`config.mk`:
```
export PLATFORM = sky130hd
export DESIGN_NAME = pc_unit
export DESIGN_NICKNAME = d
export VERILOG_FILES = /design/src/rtl/pc_pkg.sv /design/src/rtl/pc_ras.sv /design/src/rtl/pc_unit.sv
export SDC_FILE = /design/constraint.sdc
export NUM_CORES = 1
export LEC_CHECK = 0
export BUFFER_PORTS_ARGS = -buffer_cell sky130_fd_sc_hd__buf_4
export CAP_MARGIN = 5
export CORE_MARGIN = 3
export CORE_UTILIZATION = 51
export DETAILED_ROUTE_END_ITERATION = 10
export PLACE_DENSITY = 0.74
export SLEW_MARGIN = 5
export SYNTH_ARGS = -nofsm -noshare
export SYNTH_HDL_FRONTEND = slang
export SYNTH_SLANG_ARGS = --single-unit
```
`constraint.sdc`:
```
create_clock -name clk_i -period 5.63 [get_ports clk_i]
set_input_delay 0.563 -clock clk_i [delete_from_list [all_inputs] [get_ports clk_i]]
set_output_delay 0.563 -clock clk_i [all_outputs]
set_load 0.05 [all_outputs]
```
`src/rtl/pc_pkg.sv`:
```
// Shared defaults and the next-PC source encoding for the program-counter unit.
package pc_pkg;

  localparam int          PC_W_DEF      = 32;
  localparam logic [31:0] RESET_VEC_DEF = 32'h0000_0000;
  localparam logic [31:0] EXC_VEC_DEF   = 32'h0000_0080;
  localparam int          INC_DEF       = 4;
  localparam int          RAS_DEPTH_DEF = 4;

  typedef enum logic [2:0] {
    SRC_SEQ,
    SRC_JMP,
    SRC_RET,
    SRC_BR,
    SRC_EXC
  } pc_src_e;

endpackage

```
`src/rtl/pc_ras.sv`:
```
// Circular return-address stack: a full push overwrites the oldest entry and keeps the count saturated.
module pc_ras
  import pc_pkg::*;
#(
  parameter int PC_W      = PC_W_DEF,
  parameter int RAS_DEPTH = RAS_DEPTH_DEF
) (
  input  logic                           clk_i,
  input  logic                           rst_i,
  input  logic                           i_push,
  input  logic                           i_pop,
  input  logic                           i_replace,
  input  logic                           i_clear,
  input  logic [PC_W-1:0]                i_data,
  output logic [PC_W-1:0]                o_top,
  output logic [$clog2(RAS_DEPTH+1)-1:0] o_count
);

  localparam int PTR_W = $clog2(RAS_DEPTH);
  localparam int CNT_W = $clog2(RAS_DEPTH + 1);

  logic [PC_W-1:0]  r_mem [RAS_DEPTH];
  logic [PTR_W-1:0] r_sp;
  logic [CNT_W-1:0] r_count;
  logic [PTR_W-1:0] w_sp_inc;
  logic [PTR_W-1:0] w_sp_dec;
  logic             w_full;

  // r_sp always points at the next free slot, so the top lives one slot below it
  assign w_sp_inc = (r_sp == PTR_W'(RAS_DEPTH - 1)) ? '0 : r_sp + PTR_W'(1);
  assign w_sp_dec = (r_sp == '0) ? PTR_W'(RAS_DEPTH - 1) : r_sp - PTR_W'(1);
  assign w_full   = (r_count == CNT_W'(RAS_DEPTH));
  assign o_top    = r_mem[w_sp_dec];
  assign o_count  = r_count;

  always_ff @(posedge clk_i) begin
    if (i_push)
      r_mem[r_sp] <= i_data;
    else if (i_replace)
      r_mem[w_sp_dec] <= i_data;
  end

  always_ff @(posedge clk_i or posedge rst_i) begin
    if (rst_i) begin
      r_sp    <= '0;
      r_count <= '0;
    end else if (i_clear) begin
      r_sp    <= '0;
      r_count <= '0;
    end else if (i_push) begin
      r_sp    <= w_sp_inc;
      r_count <= w_full ? r_count : r_count + CNT_W'(1);
    end else if (i_pop) begin
      r_sp    <= w_sp_dec;
      r_count <= r_count - CNT_W'(1);
    end
  end

endmodule

```
`src/rtl/pc_unit.sv`:
```
// Program-counter unit: prioritised next-PC selection, stall handling, RAS push/pop and flush flag.
module pc_unit
  import pc_pkg::*;
#(
  parameter int              PC_W      = PC_W_DEF,
  parameter logic [PC_W-1:0] RESET_VEC = PC_W'(RESET_VEC_DEF),
  parameter logic [PC_W-1:0] EXC_VEC   = PC_W'(EXC_VEC_DEF),
  parameter int              INC       = INC_DEF,
  parameter int              RAS_DEPTH = RAS_DEPTH_DEF
) (
  input  logic            clk_i,
  input  logic            rst_i,
  input  logic            stall_i,
  input  logic            exc_i,
  input  logic            br_taken_i,
  input  logic [PC_W-1:0] br_target_i,
  input  logic            jmp_i,
  input  logic [PC_W-1:0] jmp_target_i,
  input  logic            call_i,
  input  logic            ret_i,
  output logic [PC_W-1:0] pc_o,
  output logic [PC_W-1:0] pc_plus_o,
  output logic            redirect_o,
  output logic            ras_empty_o,
  output logic            ras_full_o
);

  localparam int CNT_W = $clog2(RAS_DEPTH + 1);

  logic [PC_W-1:0]  r_pc;
  logic             r_redirect;
  logic [PC_W-1:0]  w_next_pc;
  logic [PC_W-1:0]  w_ras_top;
  logic [CNT_W-1:0] w_ras_count;
  pc_src_e          w_src;
  logic             w_hold;
  logic             w_push;
  logic             w_pop;
  logic             w_replace;
  logic             w_clear;

  assign pc_o        = r_pc;
  assign pc_plus_o   = r_pc + PC_W'(INC);
  assign redirect_o  = r_redirect;
  assign ras_empty_o = (w_ras_count == '0);
  assign ras_full_o  = (w_ras_count == CNT_W'(RAS_DEPTH));

  always_comb begin
    w_src     = SRC_SEQ;
    w_hold    = 1'b0;
    w_push    = 1'b0;
    w_pop     = 1'b0;
    w_replace = 1'b0;
    w_clear   = 1'b0;
    if (exc_i) begin
      w_src   = SRC_EXC;
      w_clear = 1'b1;
    end else if (br_taken_i) begin
      w_src = SRC_BR;
    end else if (stall_i) begin
      w_hold = 1'b1;
    end else if (ret_i && !ras_empty_o) begin
      // a simultaneous call swaps the top in place instead of popping then pushing
      w_src     = SRC_RET;
      w_replace = call_i;
      w_pop     = !call_i;
    end else if (jmp_i) begin
      w_src  = SRC_JMP;
      w_push = call_i;
    end
  end

  always_comb begin
    unique case (w_src)
      SRC_EXC: w_next_pc = EXC_VEC;
      SRC_BR:  w_next_pc = br_target_i;
      SRC_RET: w_next_pc = w_ras_top;
      SRC_JMP: w_next_pc = jmp_target_i;
      default: w_next_pc = pc_plus_o;
    endcase
  end

  always_ff @(posedge clk_i or posedge rst_i) begin
    if (rst_i) begin
      r_pc       <= RESET_VEC;
      r_redirect <= 1'b0;
    end else if (w_hold) begin
      r_redirect <= 1'b0;
    end else begin
      r_pc       <= w_next_pc;
      r_redirect <= (w_src != SRC_SEQ);
    end
  end

  pc_ras #(
    .PC_W      (PC_W),
    .RAS_DEPTH (RAS_DEPTH)
  ) u_ras (
    .clk_i     (clk_i),
    .rst_i     (rst_i),
    .i_push    (w_push),
    .i_pop     (w_pop),
    .i_replace (w_replace),
    .i_clear   (w_clear),
    .i_data    (pc_plus_o),
    .o_top     (w_ras_top),
    .o_count   (w_ras_count)
  );

endmodule

```
==> impl_results.md <==
* # fillers at approximately 1,100
* Post-Synthesis Cell Area at roughly 7800 um^2
* I/O Buffers at between 100 and 150
* Top FF cell, synth: edfxtp_1
* Router iterations before antenna repair at 5
* Total global-route track usage at about a quarter
* Peak VDD IR at between 200 and 250 uV
* Max clock buf depth at 2
* Synth unique cells at 66
* CP required at around 5 ns
* P_leak at about 3.6 nW
* DP Wirelength at ~14,000 um
* Initial antenna violation count at 0
* Critical path fanouts, max at 7
* Non-filler cells, final at ~900
* Die extent in x at around 130 um
* Iteration-0 DRC count of the detailed router at just over 500
* Post-route ant nets at 0
* Cts repair resizes at 0
* Die ar. at 16,900 um^2
* Via/cell ratio at between 6 and 7
* F_max at between 200 and 300 MHz
* Core area at between 10,000 and 15,000 um^2
* R2R depth at 8
* CTS tree: done
* Post-synthesis sequential area ratio at about 60%
* Vias in the first global route at roughly 5,700
* Antenna cells at 0
* Post-synth EDFFs at ~130
* Fin area at between 9000 and 10,000 um^2
* Worst slew pin tran at 1.11 ns
* Max cap viols at 0
* Routed WL at around 21,000 um
* Asr flop ratio synth at 22.9%
* Pwr/cell area at approximately 310 nW/um^2
* Initial Utilization at roughly 53%
* Final Worst Setup Slack at between 1.5 and 2 ns
* Synth warn at 0
* Num Clock Sinks at around 170
* Placed Cells at 882
* GPL Wtd Cong at 0.840
* Die height at approximately 130 um
* Pin count of the biggest net entering global routing at 39
* Top-Level Pins at ~140
* Synth Register Bits at around 170
* Fraction of layout cells with a size suffix above 1 at 32.5%
* Clk slew on worst S/H paths at 0.07 ns
* CP Launch Type: flop
* RSZ-0062 raised after global routing: false
* Gate Count Post-Synth at a little under 600
* Cts hold-fix bufs at 0
* Synthesis-to-layout area growth at 22.9%
* Area after DPL at 9080 um^2
* Post-Syn Nets at between 600 and 700
* Crit path DAT at just over 3 ns
* Skew-Pair Late Insertion Delay at 0.42 ns
* Nets@finish at approximately 790
* Final setup TNS at 0 ns
* Total power at about 0.0030 W
* Drt wl/cell at ~23 um
* Final worst-path cycle share at ~65%
* Placement row count at 44
* Final hold violations at 0
* Max-slew violation count at 0
* DRC violations left at 0
* Run status: finished clean
* Count of final setup violators at 0
* Post-CTS setup buffers at 0
* Setup slack at placement at approximately 2.4 ns
* Overflow after GRT at 0
* H-tree Lvls at 4
* Max_slew headroom at between 20% and 30%
* Global-route wire length before repair at around 33,000 um
* CTS Buf Count at 17
* DR vias at 5,855
* Hold crit path type: input port to async pin
* Synth Area per Inst at between 10 and 15 um^2
* Clock root buffer: clkbuf_16
* Critical path endpoint category: output port
* Clk_skew at 0.00883 ns
* CP Class: flop to output port
* Final min period at approximately 3.7 ns
-- worst max-delay path: stages (launching register included) --
cell,delay (ns)
dfrtp_1,0.47
ha_1,0.32
nand4_2,0.17
nor4_2,0.60
nand2_1,0.19
xnor2_1,0.60
buf_4,0.32
-- power breakdown --
group | switching, W | leakage (nW) | internal [W]
clock network | 0.000481 | 0.268 | 0.000610
logic | 0.000352 | 1.72 | 0.000167
registers | 0.0000554 | 1.66 | 0.00137
-- metrics by stage --
stage / hold WS, ns / util (%)
after global routing: 0.322 / 65.1
final: 0.288 / 65.1
after detailed placement: 0.585 / 61.3
after CTS: 0.297 / 65.1
after global placement: 0.570 / 61.3
after floorplan: 0.558 / -
-- cell usage after synthesis, types with 6 or more instances --
master    instances  area share [%]
a221o_1          11             1.4
o21ai_0          24             1.5
nor3_1           11            0.70
edfxtp_1        128              49
xnor2_1          15             1.7
nand4_1          12            0.96
or3_1            10            0.80
a22oi_1          10            0.96
clkbuf_1         17            0.81
buf_2            10            0.64
nand3_1          17             1.1
inv_1            17            0.81
dfrtp_1          38              12
a21oi_1          34             2.2
xor2_1           12             1.3
buf_4             6            0.57
and3_1           11            0.88
nand2_1          59             2.8
mux4_2           32             9.2
nor2_1           24             1.1
-- routing by layer --
metal  wire, um  GRT usage (%)  up-vias
met5          0              0        -
met4        413           9.66        0
met3       2560           7.57       40
met2      10100           39.6      377
met1       8340           36.2     2891
li1           -              -     2547
-- final timing paths --
check	slack (ns)	endpoint	startpoint
worst max-delay path	1.97	pc_plus_o[26]	pc_o[2]
worst min-delay path	0.29	u_ras.o_count[0]	rst_i
worst max register to register	2.39	pc_o[9]	u_ras.r_sp[0]
worst min register to register	0.62	pc_o[21]	pc_o[21]
max in group asynchronous	4.93	pc_o[31]	rst_i
min in group clk_i	0.37	pc_o[11]	jmp_target_i[11]
-- registers in the layout, summed over array words and instances, names as in the netlist --
| signal | flops |
|---|---|
| u_ras.o_count | 3 |
| redirect_o | 1 |
| pc_o | 32 |
| u_ras.r_sp | 2 |
| u_ras.r_mem | 128 |
-- layout make-up --
class	count	area [um^2]	share of cell area, %
clock buffers	17	425	4.41
clock inverters	15	129	1.34
inverters	20	77.6	0.805
multi-input cells	363	2860	29.7
flip-flops and latches	166	4790	49.7
well taps	184	230	2.39
repair buffers	149	1120	11.6
-- cells in the final DEF (no fill, tap or decap), drive strengths merged, types with 13 or more instances in the layout --
cell type | Yosys | layout
a21oi | 34 | 34
buf | 17 | 149
clkbuf | 17 | 17
dfrtp | 38 | 38
edfxtp | 128 | 128
inv | 18 | 23
mux4 | 32 | 32
nand2 | 59 | 59
nand3 | 17 | 17
nand4 | 13 | 13
nor2 | 25 | 25
nor3 | 14 | 14
o21ai | 24 | 24
xnor2 | 15 | 15
-- cells by family after synthesis --
family                     count (synthesis)  synth area share [%]
and+or+nand+nor                          171                  11.1
DFF                                      166                  61.1
AOI/OAI and AO/OA                        128                  11.6
buffers and inverters                     54                  3.06
muxes                                     33                  9.32
xor gates and xnor gates                  27                  3.02
adders and majority gates                  4                 0.734
(Power assumes the default switching activity.)
